[config.mk]
export PLATFORM = sky130hd
export DESIGN_NAME = tpg_mode_ctrl
export DESIGN_NICKNAME = d
export VERILOG_FILES = /design/src/rtl/tpg_mode_ctrl.sv
export SDC_FILE = /design/constraint.sdc
export NUM_CORES = 1
export LEC_CHECK = 0
export ABC_AREA = 0
export ABC_CLOCK_PERIOD_IN_PS = 11700
export BUFFER_PORTS_ARGS = -buffer_cell sky130_fd_sc_hd__clkbuf_2
export CORE_ASPECT_RATIO = 1.75
export CORE_UTILIZATION = 54
export DETAILED_ROUTE_END_ITERATION = 6
export PLACE_DENSITY_LB_ADDON = 0.1
export SYNTH_ARGS = -nofsm -noshare
export SYNTH_HDL_FRONTEND = slang
export SYNTH_SLANG_ARGS = --single-unit
[constraint.sdc]
create_clock -name clk -period 11.7 [get_ports clk]
set_clock_uncertainty 0.05 [all_clocks]
set_input_delay 1.17 -clock clk [delete_from_list [all_inputs] [get_ports clk]]
set_output_delay 1.17 -clock clk [all_outputs]
set_load 0.03 [all_outputs]
[src/rtl/tpg_mode_ctrl.sv]
// Mode controller for the test pattern generator: shadow/active timing banks,
// commit validation, vsync-aligned apply and a post-apply generator reset window.
module tpg_mode_ctrl #(
    parameter int H_BITS     = 12,
    parameter int V_BITS     = 12,
    parameter int RST_CYCLES = 4,
    parameter int TO_BITS    = 24
) (
    input  logic              clk,
    input  logic              rst,
    input  logic              wr_en,
    input  logic [3:0]        wr_addr,
    input  logic [15:0]       wr_data,
    input  logic              commit,
    input  logic              vs_in,
    output logic              busy,
    output logic              cfg_err,
    output logic              applied,
    output logic              tpg_rst_n,
    output logic [H_BITS-1:0] t_hs_start,
    output logic [H_BITS-1:0] t_hs_end,
    output logic [H_BITS-1:0] t_hact_start,
    output logic [H_BITS-1:0] t_hact_end,
    output logic [H_BITS-1:0] t_h_end,
    output logic [V_BITS-1:0] t_vs_start,
    output logic [V_BITS-1:0] t_vs_end,
    output logic [V_BITS-1:0] t_vact_start,
    output logic [V_BITS-1:0] t_vact_end,
    output logic [V_BITS-1:0] t_v_end
);
    localparam int HC_W = (RST_CYCLES > 1) ? $clog2(RST_CYCLES) : 1;

    // Bank slot order: sync start, sync end, active start, active end, total end.
    localparam logic [H_BITS-1:0] H_DEF [5] = '{H_BITS'(656), H_BITS'(752), H_BITS'(0),
                                                 H_BITS'(640), H_BITS'(800)};
    localparam logic [V_BITS-1:0] V_DEF [5] = '{V_BITS'(490), V_BITS'(492), V_BITS'(0),
                                                 V_BITS'(480), V_BITS'(525)};

    typedef enum logic [1:0] {S_IDLE, S_WAIT_VS, S_HOLD} state_t;

    state_t             state_q, state_d;
    logic [HC_W-1:0]    hold_cnt_q, hold_cnt_d;
    logic [TO_BITS-1:0] to_cnt_q, to_cnt_d, to_inc;
    logic               vs_prev_q;
    logic               pend_q, pend_d;
    logic               busy_q, busy_d;
    logic               cfg_err_q, cfg_err_d;
    logic               applied_q, applied_d;
    logic               tpg_rst_n_q, tpg_rst_n_d;
    logic               load_act;

    logic [H_BITS-1:0]  h_sh_q [5];
    logic [V_BITS-1:0]  v_sh_q [5];
    logic [H_BITS-1:0]  h_act_q [5];
    logic [V_BITS-1:0]  v_act_q [5];

    logic               vs_rise, timeout, hold_done;
    logic               wr_ok, commit_ok, bank_valid, h_valid, v_valid;
    logic [2:0]         v_idx;
    logic               unused_wr;

    assign unused_wr = &{1'b0, wr_data};

    assign vs_rise   = vs_in & ~vs_prev_q;
    assign to_inc    = to_cnt_q + TO_BITS'(1);
    assign timeout   = &to_inc;
    assign hold_done = (hold_cnt_q == HC_W'(RST_CYCLES - 1));
    assign wr_ok     = wr_en & (state_q == S_IDLE);
    assign commit_ok = commit & ~wr_en & (state_q == S_IDLE);
    assign v_idx     = 3'(wr_addr - 4'd5);

    assign h_valid = (h_sh_q[0] < h_sh_q[1]) && (h_sh_q[1] < h_sh_q[4]) &&
                     (h_sh_q[2] < h_sh_q[3]) && (h_sh_q[3] <= h_sh_q[4]) &&
                     (h_sh_q[4] >= H_BITS'(2));
    assign v_valid = (v_sh_q[0] < v_sh_q[1]) && (v_sh_q[1] < v_sh_q[4]) &&
                     (v_sh_q[2] < v_sh_q[3]) && (v_sh_q[3] <= v_sh_q[4]) &&
                     (v_sh_q[4] >= V_BITS'(2));
    assign bank_valid = h_valid & v_valid;

    always_ff @(posedge clk or posedge rst) begin
        if (rst) begin
            state_q     <= S_HOLD;
            hold_cnt_q  <= '0;
            to_cnt_q    <= '0;
            vs_prev_q   <= 1'b0;
            pend_q      <= 1'b0;
            busy_q      <= 1'b1;
            cfg_err_q   <= 1'b0;
            applied_q   <= 1'b0;
            tpg_rst_n_q <= 1'b0;
        end else begin
            state_q     <= state_d;
            hold_cnt_q  <= hold_cnt_d;
            to_cnt_q    <= to_cnt_d;
            vs_prev_q   <= vs_in;
            pend_q      <= pend_d;
            busy_q      <= busy_d;
            cfg_err_q   <= cfg_err_d;
            applied_q   <= applied_d;
            tpg_rst_n_q <= tpg_rst_n_d;
        end
    end

    always_comb begin
        state_d = state_q;
        case (state_q)
            S_IDLE:    if (commit_ok && bank_valid) state_d = S_WAIT_VS;
            S_WAIT_VS: if (vs_rise || timeout)      state_d = S_HOLD;
            S_HOLD:    if (hold_done)               state_d = S_IDLE;
            default:                                state_d = S_HOLD;
        endcase
    end

    always_comb begin
        hold_cnt_d = hold_cnt_q;
        to_cnt_d   = to_cnt_q;
        cfg_err_d  = cfg_err_q;
        pend_d     = pend_q;
        applied_d  = 1'b0;
        load_act   = 1'b0;
        case (state_q)
            S_IDLE: begin
                if (commit_ok) begin
                    cfg_err_d = ~bank_valid;
                    to_cnt_d  = '0;
                end
            end
            S_WAIT_VS: begin
                to_cnt_d = to_inc;
                if (state_d == S_HOLD) begin
                    load_act   = 1'b1;
                    hold_cnt_d = '0;
                    pend_d     = 1'b1;
                end
            end
            S_HOLD: begin
                hold_cnt_d = hold_cnt_q + HC_W'(1);
                // Startup release leaves pend_q clear, so only commits pulse applied.
                if (hold_done) begin
                    applied_d = pend_q;
                    pend_d    = 1'b0;
                end
            end
            default: ;
        endcase
        busy_d      = (state_d != S_IDLE);
        tpg_rst_n_d = (state_d != S_HOLD);
    end

    always_ff @(posedge clk or posedge rst) begin
        if (rst) begin
            for (int i = 0; i < 5; i++) begin
                h_sh_q[i]  <= H_DEF[i];
                v_sh_q[i]  <= V_DEF[i];
                h_act_q[i] <= H_DEF[i];
                v_act_q[i] <= V_DEF[i];
            end
        end else begin
            if (wr_ok) begin
                if (wr_addr < 4'd5) begin
                    h_sh_q[wr_addr[2:0]] <= wr_data[H_BITS-1:0];
                end else if (wr_addr < 4'd10) begin
                    v_sh_q[v_idx] <= wr_data[V_BITS-1:0];
                end
            end
            if (load_act) begin
                h_act_q <= h_sh_q;
                v_act_q <= v_sh_q;
            end
        end
    end

    assign busy         = busy_q;
    assign cfg_err      = cfg_err_q;
    assign applied      = applied_q;
    assign tpg_rst_n    = tpg_rst_n_q;
    assign t_hs_start   = h_act_q[0];
    assign t_hs_end     = h_act_q[1];
    assign t_hact_start = h_act_q[2];
    assign t_hact_end   = h_act_q[3];
    assign t_h_end      = h_act_q[4];
    assign t_vs_start   = v_act_q[0];
    assign t_vs_end     = v_act_q[1];
    assign t_vact_start = v_act_q[2];
    assign t_vact_end   = v_act_q[3];
    assign t_v_end      = v_act_q[4];

endmodule
Word level (Yosys, flattened, before mapping)

Cells that the tools add are included.

Output and inout bits: 124
Flip-flop bits (word level): 274

$add $sub $neg: 3
Reduce and logical (&&, ||, !) cells: 23
Muxes and demuxes: 21
Bitwise gates (word level): 11
Magnitude comparators: 16
Equal/unequal tests: 8

Operators with widths:

| kind                    | number |
|---|---|
| $bwmux W60              | 2 |
| $demux W12 S3           | 2 |
| $lt A12 B12 Y1          | 6 |
| $pmux W24 S2            | 1 |
| $add A24 B1 Y24 const B | 1 |
| $ge A12 B2 Y1 const B   | 2 |
| $le A12 B12 Y1          | 2 |
| $mux W12                | 2 |
| $mux W24                | 1 |
| $reduce_and A24 Y1      | 1 |
| $logic_and A1 B1 Y1     | 11 |
| $ge A4 B4 Y1 const B    | 2 |
| $lt A4 B1 Y1 const B    | 2 |
| $mux W2                 | 4 |
| $ne A2 B2 Y1 const B    | 4 |
| $not A3 Y4              | 2 |
| $reduce_and A2 Y1       | 4 |
| $eq A2 B2 Y1 const B    | 3 |
| $mux W1                 | 6 |
| $pmux W2 S3             | 1 |
| $reduce_and A3 Y1       | 2 |
| $reduce_bool A2 Y1      | 3 |
| $and A1 B1 Y1           | 5 |
| $lt A4 B3 Y1 const B    | 1 |
| other kinds (9)         | 12 |

Depth between registers and ports, before layout

Gate-level depths: netlist (run 1).

Depth after elaboration: 12
Depth in mapped cells: 13

Worst setup path before layout (run 1)

No wires, ideal clock.

Path kind: in2reg
Start: input port wr_en
End: register h_act_q (netlist bit t_h_end[0])
Cell stages on the path: 11
Required time: 11.525 ns
Slack: 8.323 ns
Path buffers: 2
Arrival: 3.202 ns
Cells stage by stage: and3b_1 nand3_1 nor4_1 nand4_1 nor4_1 nor2_1 o32ai_4 nor2_2 buf_6 buf_6 mux2_4

Cells in the longest elaborated chain, start to end: 9

Ends and longest elaborated chain:

| element                       | line | RTL |
|---|---|---|
| start, declared               | 11   | `input logic wr_en,` |
| $not A1 Y1                    | 69   | `assign commit_ok = commit & ~wr_en & (state_q == S_IDLE);` |
| $and A1 B1 Y1 (2 in a row)    | 69   |  |
| $logic_and A1 B1 Y1           | 107  | `S_IDLE: if (commit_ok && bank_valid) state_d = S_WAIT_VS;` |
| $mux W2                       | 107  |  |
| $pmux W2 S3                   | 106  | `case (state_q)` |
| $eq A2 B2 Y1                  | 130  | `if (state_d == S_HOLD) begin` |
| $mux W1                       | 130  |  |
| $mux W1                       | 121  | `case (state_q)` |
| end signal, assigned by index | 155  | `h_act_q[i] <= H_DEF[i];` |
| end signal, assigned          | 167  | `h_act_q <= h_sh_q;` |
| end, declared                 | 54   | `logic [H_BITS-1:0] h_act_q [5];` |

No other way between the ends.
A chain may end at the register's enable or synchronous reset.

Worst setup path after layout (run 1)

Start: register h_sh_q[21] (netlist bit)
End: register h_act_q (netlist bit t_h_end[7])

Cells in the longest elaborated chain, start to end: 11

Ends and longest elaborated chain:

| element                            | line | RTL |
|---|---|---|
| start, declared                    | 52   | `logic [H_BITS-1:0] h_sh_q [5];` |
| start signal, assigned by index    | 153  | `h_sh_q[i] <= H_DEF[i];` |
| start signal, assigned by index    | 161  | `h_sh_q[wr_addr[2:0]] <= wr_data[H_BITS-1:0];` |
| $lt A12 B12 Y1                     | 73   | `(h_sh_q[2] < h_sh_q[3]) && (h_sh_q[3] <= h_sh_q[4]) &&` |
| $logic_and A1 B1 Y1                | 72   | `assign h_valid = (h_sh_q[0] < h_sh_q[1]) && (h_sh_q[1] < h_sh_q[4]) &&` |
| $logic_and A1 B1 Y1 * (2 in a row) | 73   |  |
| $and A1 B1 Y1 *                    | 78   | `assign bank_valid = h_valid & v_valid;` |
| $logic_and A1 B1 Y1 *              | 107  |  |
| $mux W2 *                          | 107  |  |
| $pmux W2 S3 *                      | 106  |  |
| $eq A2 B2 Y1 *                     | 130  |  |
| $mux W1 *                          | 130  |  |
| $mux W1 *                          | 121  |  |

Mark *: on every way between the ends. The rest lies on a longest branch, timed or not.

==> implementation parameters, run 1 <==
Parameter                              Value

STA
  Fin. max-slew vios ... 0
  Setup TNS ... 0 ns
  Crit share post-route ... 0.424
  Final Hold Violating Endpoints ... 0
  Worst-margin pin slew ... 1.04 ns
  Setup repair after global routing missed its margin ... no
  Fmax ... 202 MHz
  Final setup vio count ... 0
  Slew margin rel. ... 0.302
  Time the final worst path needs with I/O delays and setup ... between 4 and 5 ns

Synth
  Number of enable flip-flop cells after synthesis ... 0
  Sequential cell area fraction in the yosys report ... 0.503
  Number of synthesized register bits ... 274
  Number of standard cells after synthesis ... 1095
  Netlist area before placement ... roughly 14000 sq um
  Dominant register cell in the synthesized netlist ... dfrtp_1
  Distinct cell type count after synthesis ... 59
  Yosys warnings ... 0
  Cell taking the most area after synthesis ... dfrtp_1
  Total nets after synthesis ... 1218
  Mean instance size in the synthesized netlist ... between 10 and 15 sq um
  Fraction of synthesized cell area taken by the top area cell type ... 0.373
  Ranking of synthesized cells by area ... dfrtp_1 (37%), dfstp_2 (13%), mux2_4 (11%), mux2_2 (11%), ha_1 (8.9%)
  Synth async-reset ratio ... 1.00

Floorplanning
  Effective utilization at floorplan ... 0.549
  Die height ... around 210 um
  Overall die area ... roughly 26000 sq um
  IO Count ... roughly 150
  Die Width ... ~120 um
  Floorplan Core Area ... around 25000 sq um
  Site Rows ... 77

Global routing
  Number of antenna violations at the first check in global routing ... 0
  Via count of the first global-routing pass ... about 9200
  Wire length of the first global-routing pass ... 50300 um
  Total overflow reported by the global router ... 0
  Total GRT Usage ... 0.251
  Pin count of the biggest net entering global routing ... about 150

Power
  Leak pwr ... 7.50 nW
  P per Cell Area ... around 250 nW/um^2
  Total power ... approximately 4 mW
  Peak ir drop on the vdd network ... 146 uV

CTS
  Clock slew seen by the registers of the worst setup and hold paths ... 0.06 ns
  Count of hold buffers inserted by post-cts repair ... 0
  Number of buffers on the longest clock path ... 3
  Clock latency on the worst-skew pair ... 0.55 ns
  Post-CTS Setup Inserts ... 0
  Root Buffer Master ... clkbuf_16
  Count of clock tree sinks ... 274
  Resized Gates After CTS ... 0
  CTS HTree Levels ... 1
  CTS Buf Count ... 26
  CTS tree ... done

Critical path
  Startpoint types ... flip-flop
  Crit path top cell by count ... buf_4
  Req. time, crit path ... roughly 12 ns
  Longest individual stage delay on the worst path ... between 0.8 and 0.9 ns
  WS Path Type ... reg2reg
  List of cells traversed by the critical path ... inv_1 -> ha_1 -> nand4_1 -> nor3_1 -> a22o_1 -> or4_1 -> nor4_1 -> nor2_1 -> o32ai_4 -> nor2_4 -> buf_4 -> buf_4 -> mux2_4
  Data arrival time of the critical path ... 5.33 ns
  CP max FO ... 52
  Type of destination of the critical path ... flip-flop
  Worst path slowest cell ... nor4_1

Finish
  Antenna Cells ... 0
  Commonest cells after routing, fill and taps aside ... dfrtp_1 (206), clkbuf_2 (144), mux2_2 (129), mux2_4 (100), ha_1 (98)
  Design Area, Final ... between 15000 and 20000 sq um
  Area Growth Syn to Fin ... 13.0%
  Fillers ... 1996
  Most common library cell in the layout ignoring fill and taps ... dfrtp_1
  Layout Utilization ... 0.621
  Layout cell share with drive strength beyond 1 ... 0.401
  Total Nets Final ... around 1300

Run
  Number of maximum-capacitance violations ... 0

Route
  Number of optimization iterations in the first detailed-route pass ... 4
  Detailed-route wire length ... between 30000 and 40000 um
  Number of DRC markers in iteration 0 ... around 450
  Post-route DRC ... 0
  Wire per inst ... ~20 um
  Total via count in the routed design ... roughly 8900
  Ratio of routed vias to standard cells ... ~5.7
  Remaining antenna violation count ... 0

Placement
  Routability cong. ... between 0.8 and 0.9
  Post-detailed-placement half-perimeter wirelength ... approximately 23000 um
  Placed standard-cell area ... between 10000 and 15000 sq um
  Count of buffers from port buffering ... 144

Status
  Outcome ... completed

Hold path
  Class of the most critical hold timing path ... reg2reg
==> state kept, by name, summed over array words and instances, names as in the netlist, 2 cells and up <==
signal / cells
t_vact_start: 12
t_vs_end: 12
to_cnt_q: 24
t_vact_end: 12
t_hs_start: 12
h_sh_q: 60
t_hact_start: 12
v_sh_q: 60
t_h_end: 12
t_hs_end: 12
t_hact_end: 12
t_v_end: 12
t_vs_start: 12
state_q: 2
hold_cnt_q: 2
==> worst max-delay path: cells and delay by family (launching register included) <==
family | cells | cell delay (ns)
fa+ha+maj | 1 | 0.31
buf+inv | 3 | 0.93
simple gates | 6 | 1.94
compound gates | 2 | 0.64
flops | 1 | 0.57
mux | 1 | 0.36
==> synth_stat cells (11+ instances only) <==
cell type  number
a21oi_1        35
buf_1          11
buf_6          11
clkbuf_1       16
dfrtp_1       206
dfstp_2        68
ha_1           98
inv_1          81
mux2_2        129
mux2_4        100
nand2_1        60
nand3_1        20
nand4_1        24
nor2_1         32
nor4_1         18
o21ai_0        44
o31ai_1        15
==> power by group <==
group / internal, mW / total, mW / switching (mW) / leakage (nW)
registers: 1.31 / 1.59 / 0.279 / 3.44
clock network: 0.531 / 0.900 / 0.369 / 0.447
logic: 0.641 / 1.47 / 0.830 / 3.62
total: 2.48 / 3.96 / 1.48 / 7.50
==> per-layer routing <==
| layer | track usage | vias up | routed length, um | share of wire |
|---|---|---|---|---|
| li1 | - | 4158 | - | - |
| met1 | 0.298 | 4502 | 12600 | 0.40 |
| met2 | 0.454 | 191 | 16800 | 0.53 |
| met3 | 0.0231 | 62 | 912 | 0.029 |
| met4 | 0.111 | 0 | 1190 | 0.038 |
| met5 | 0 | - | 0 | 0 |
==> final timing paths <==
| kind | startpoint | endpoint | slack, ns | cells past startpoint |
|---|---|---|---|---|
| max | h_sh_q[21]$_DFFE_PP1P_ | t_h_end[7]$_DFFE_PP0P_ | 6.74 | 13 |
| min | to_cnt_q[23]$_DFFE_PP0P_ | to_cnt_q[23]$_DFFE_PP0P_ | 0.45 | 1 |
| max reg2reg | h_sh_q[21]$_DFFE_PP1P_ | t_h_end[7]$_DFFE_PP0P_ | 6.74 | 13 |
| min reg2reg | to_cnt_q[23]$_DFFE_PP0P_ | to_cnt_q[23]$_DFFE_PP0P_ | 0.45 | 1 |
| max in group asynchronous | rst | t_hact_start[11]$_DFFE_PP0P_ | 9.39 | 3 |
| min in group asynchronous | rst | t_v_end[1]$_DFFE_PP0P_ | 0.81 | 2 |
==> cell type report <==
cell class / instances / area (sq um) / area share
clock buffer: 37 / 743 / 0.0476
clock inverter: 11 / 159 / 0.0102
inverter: 81 / 312 / 0.0200
multi-input combinational: 688 / 6280 / 0.403
sequential: 274 / 6940 / 0.445
tap: 316 / 395 / 0.0253
timing repair buffer: 151 / 773 / 0.0496
==> logic make-up after synthesis <==
| kind of cell | synth area share |
|---|---|
| flip-flops | 0.503 |
| multiplexers | 0.215 |
| AND/OR/NAND/NOR | 0.0776 |
| AO/OA/AOI/OAI | 0.0664 |
| buffers and inverters | 0.0434 |
| adder cells (fa/ha/maj) | 0.0888 |
| XOR/XNOR | 0.00571 |
==> per-stage QoR <==
stage          worst slack, ns  cells  hold WS (ns)
2_1_floorplan             3.04   1095         0.402
3_3_place_gp              6.42   1510         0.425
3_5_place_dp              6.42   1510         0.437
4_1_cts                   6.67   1558         0.450
5_1_grt                   6.43   1558         0.463
6_report                  6.74   1558         0.449
No activity file was read; power rests on OpenSTA's default activity.
==> run 2: changes to the inputs <==
--- a/config.mk
+++ b/config.mk
@@ -5,11 +5,11 @@
 export SDC_FILE = /design/constraint.sdc
 export NUM_CORES = 1
 export LEC_CHECK = 0
-export ABC_AREA = 0
-export ABC_CLOCK_PERIOD_IN_PS = 11700
+export ABC_AREA = 1
+export ABC_CLOCK_PERIOD_IN_PS = 4400
 export BUFFER_PORTS_ARGS = -buffer_cell sky130_fd_sc_hd__clkbuf_2
 export CORE_ASPECT_RATIO = 1.75
-export CORE_UTILIZATION = 54
+export CORE_UTILIZATION = 53
 export DETAILED_ROUTE_END_ITERATION = 6
 export PLACE_DENSITY_LB_ADDON = 0.1
 export SYNTH_ARGS = -nofsm -noshare
==> constraint.sdc (replaced) <==
create_clock -name clk -period 4.4 [get_ports clk]
set_clock_uncertainty 0.05 [all_clocks]
set_input_delay 0.44 -clock clk [delete_from_list [all_inputs] [get_ports clk]]
set_output_delay 0.44 -clock clk [all_outputs]
set_load 0.03 [all_outputs]
==> run 2 against run 1 <==
Effect of this change: the run now ends with hold timing left; register-to-register slack worse by 5.8 ns; clock power increased by 140%; worst hold slack got worse by 0.45 ns; critical path type unchanged; sequential power grew to 2.7 times the previous value.
==> implementation parameters, run 2 <==
Parameter                              Value

Critical path
  Setup crit start ... v_sh_q[19]$_DFFE_PP1P_
  WS Path Type ... reg2reg
  Type of destination of the critical path ... flip-flop
  Register-to-Register Setup Slack ... 0.91 ns (-5.83 ns)
  Req. time, crit path ... 4.78 ns (-7.29 ns)
  Worst reg2reg startpoint ... v_sh_q[19]$_DFFE_PP1P_
  CP max FO ... 106 (+100%)
  Startpoint types ... flip-flop
  Data arrival time of the critical path ... 3.86 ns (-1.47 ns)
  Depth of the worst register-to-register path ... 16 (+3)

Synth
  Ranking of synthesized cells by area ... dfrtp_1 (38%), nand2_1 (14%), dfstp_2 (13%), ha_1 (9.1%), o21ai_0 (7.2%)
  Top cells by instance count after synthesis ... nand2_1 (503), dfrtp_1 (206), o21ai_0 (194)
  Fraction of synthesized cell area taken by the top area cell type ... 0.381 (+0.00795)
  Number of synthesized register bits ... 274 (unchanged)
  Total nets after synthesis ... 1690 (+39%)
  Synth Area in XOR/XNOR ... 0.00713 (+0.00142)
  Number of standard cells after synthesis ... 1567 (+43%)
  Sequential cell area fraction in the yosys report ... 0.513 (+0.0107)
  Cell with the most instances after synthesis ... nand2_1
  Number of enable flip-flop cells after synthesis ... 0 (unchanged)
  Area fraction in compound gates after synthesis ... 0.134 (+0.0673)
  Dominant combinational cell family by area after synthesis ... simple AND/OR/NAND/NOR gates
  Dominant register cell in the synthesized netlist ... dfrtp_1
  Synth async-reset ratio ... 1.00 (unchanged)
  Cell taking the most area after synthesis ... dfrtp_1
  Netlist area before placement ... 13500 sq um (-2.1%)
  Mean instance size in the synthesized netlist ... 8.63 sq um (-32%)
  Simple-gate share of the synthesized area ... 0.193 (+0.116)
  Fraction of synthesized area in multiplexers ... 0 (-0.215)
  Adder and majority cell fraction of the synthesized area ... 0.0907 (+0.00189)
  Yosys warnings ... 0 (unchanged)
  Distinct cell type count after synthesis ... 34 (-42%)

Global routing
  Via count of the first global-routing pass ... 10600 (+15%)
  Total GRT Usage ... 0.289 (+0.0380)
  Number of antenna violations at the first check in global routing ... 0 (unchanged)
  Total overflow reported by the global router ... 0 (unchanged)
  Wire length of the first global-routing pass ... 56900 um (+13%)
  Pin count of the biggest net entering global routing ... 183 (+20%)

STA
  Setup repair after global routing missed its margin ... no
  Worst-margin pin slew ... 1.03 ns (-0.00827 ns)
  Final Hold Violating Endpoints ... 1 (+1)
  Setup TNS ... 0 ns (unchanged)
  Final setup vio count ... 0 (unchanged)
  Time the final worst path needs with I/O delays and setup ... 3.49 ns (-1.47 ns)
  Crit share post-route ... 0.792 (+0.368)
  Post-layout worst setup margin ... 0.915 ns (-5.83 ns)
  Slew margin rel. ... 0.314 (+0.0119)
  Final worst hold slack ... -0.00169 ns (-0.451 ns)
  Fin. max-slew vios ... 0 (unchanged)
  Fmax ... 287 MHz (+42%)

Power
  Peak ir drop on the vdd network ... 435 uV (+200%)
  P per Cell Area ... 708 nW/um^2 (+180%)
  Leak pwr ... 7.64 nW (+1.8%)

Placement
  Post-detailed-placement half-perimeter wirelength ... 25900 um (+15%)
  Worst setup slack after placement ... 0.915 ns (-5.51 ns)
  Routability cong. ... 0.919 (+7.7%)
  Cells after DPL ... 1981 (+31%)
  Count of buffers from port buffering ... 144 (unchanged)

Finish
  Antenna Cells ... 0 (unchanged)
  Post-layout instance count excluding filler cells ... 2028 (+30%)
  Area Growth Syn to Fin ... 13.0% (about the same)
  Total area of multi-input combinational cells ... 5740 sq um (-8.6%)
  Reg area ... 6940 sq um (unchanged)
  Layout cell share with drive strength beyond 1 ... 0.154 (-0.247)
  Largest registers ... h_sh_q: 60 flops, v_sh_q: 60 flops, to_cnt_q: 24 flops
  Most common library cell in the layout ignoring fill and taps ... nand2_1
  Layout Utilization ... 0.608 (-0.0130)
  Fillers ... 2277 (+14%)
  Commonest cells after routing, fill and taps aside ... nand2_1 (503), dfrtp_1 (206), o21ai_0 (194), inv_1 (152), clkbuf_2 (144)
  Total Nets Final ... 1817 (+35%)

Status
  Failing checks ... hold timing
  Outcome ... finished with violations

Route
  Wire per inst ... 17.9 um (-12%)
  Detailed-route wire length ... 36200 um (+15%)
  Routed wl met3 ... 1370 um (+50%)
  Total met2 wirelength after detailed routing ... 18700 um (+11%)
  Number of DRC markers in iteration 0 ... 725 (+60%)
  Number of optimization iterations in the first detailed-route pass ... 5 (+1)
  Ratio of routed vias to standard cells ... 5.34 (-6.6%)
  Metal-1 WL ... 14100 um (+12%)
  Highest routing layer actually used ... met4
  Post-route DRC ... 0 (unchanged)
  Total via count in the routed design ... 10800 (+22%)
  Remaining antenna violation count ... 0 (unchanged)

Floorplanning
  IO Count ... 149 (unchanged)
  Floorplan Core Area ... 25100 sq um (unchanged)
  Site Rows ... 77 (unchanged)
  Die Width ... 123 um (-0.12%)
  Overall die area ... 26200 sq um (-0.24%)
  Die height ... 213 um (-0.12%)
  Effective utilization at floorplan ... 0.538 (-0.0114)

CTS
  Count of clock tree sinks ... 274 (unchanged)
  Root Buffer Master ... clkbuf_16
  CTS Buf Count ... 26 (unchanged)
  CTS HTree Levels ... 1 (unchanged)
  CTS tree ... done
  Resized Gates After CTS ... 0 (unchanged)
  Number of buffers on the longest clock path ... 3 (unchanged)
  Clock latency on the worst-skew pair ... 0.54 ns (about the same)
  Clock slew seen by the registers of the worst setup and hold paths ... 0.06 ns (about the same)

Run
  Number of maximum-capacitance violations ... 0 (unchanged)

Hold path
  Class of the most critical hold timing path ... in2async
[run 2: changes by cell type in the layout (fill, tap and decap cells not counted), moves of 50 or more]
cell	before	now
inv_1	80	152
mux2_2	129	0
mux2_4	100	0
nand2_1	60	503
nor2_1	32	82
o21a_1	5	71
o21ai_0	43	194
[run 2: worst paths after layout]
kind                                                    end
worst max-delay path                t_hs_end[0]$_DFFE_PP0P_
worst min-delay path            t_vact_start[1]$_DFFE_PP0P_
worst max register to register      t_hs_end[0]$_DFFE_PP0P_
worst min register to register    t_vs_start[5]$_DFFE_PP1P_
max in group asynchronous         t_hs_start[6]$_DFFE_PP0P_
min in group clk                        cfg_err$_DFFE_PP0P_
[run 2: cell families (layout without fill, tap and decap cells)]
family	Yosys count	count (layout)
simple gates	656	656
flops	274	274
fa+ha+maj	98	98
xor+xnor	11	11
buf+inv	208	353
compound gates	320	320
[run 2: report_power, final]
| part | switching [mW] | total (mW) | internal, mW |
|---|---|---|---|
| Clock | 0.939 | 2.12 | 1.18 |
| Combinational | 2.92 | 4.42 | 1.50 |
| Sequential | 0.687 | 4.27 | 3.58 |
[run 2: timing repair]
| action | in CTS | in global routing |
|---|---|---|
| hold buffers | 1 | 0 |
| hold endpoints to repair | 1 | 0 |
| buffers inserted | 0 | 0 |
[run 2: critical path: stages, from the launching register on]
cell and delay (ns):
dfstp_2 0.54, inv_1 0.06, ha_1 0.29, nand2_1 0.09, or2_2 0.30, a21oi_1 0.34, nor2_1 0.10, nand3_1 0.08
nor2_1 0.06, nand2_1 0.07, a21oi_1 0.06, nand2_1 0.15, nand2_4 0.26, nor2_8 0.20, buf_12 0.33, nand2_1 0.12
o21a_1 0.13
[run 2: metrics by stage]
| step | area (sq um) | power [mW] |
|---|---|---|
| 2_1_floorplan | 13500 | 7.29 |
| 3_3_place_gp | 14500 | 8.56 |
| 3_5_place_dp | 14500 | 8.73 |
| 4_1_cts | 15300 | 10.9 |
| 5_1_grt | 15300 | 11.6 |
| 6_report | 15300 | 10.8 |
[run 2: final cells by class]
type                       count  share of cell area
tap                          316              0.0259
multi-input combinational   1085               0.376
inverter                     155              0.0383
clock buffer                  43              0.0501
clock inverter                 3            0.000983
timing repair buffer         152              0.0545
sequential                   274               0.454
[run 2: metal layers]
layer  vias to the layer above  GRT usage
met4                         0      0.154
met5                         -          0
met1                      5143      0.343
met2                       272      0.509
met3                        96     0.0288
li1                       5324          -
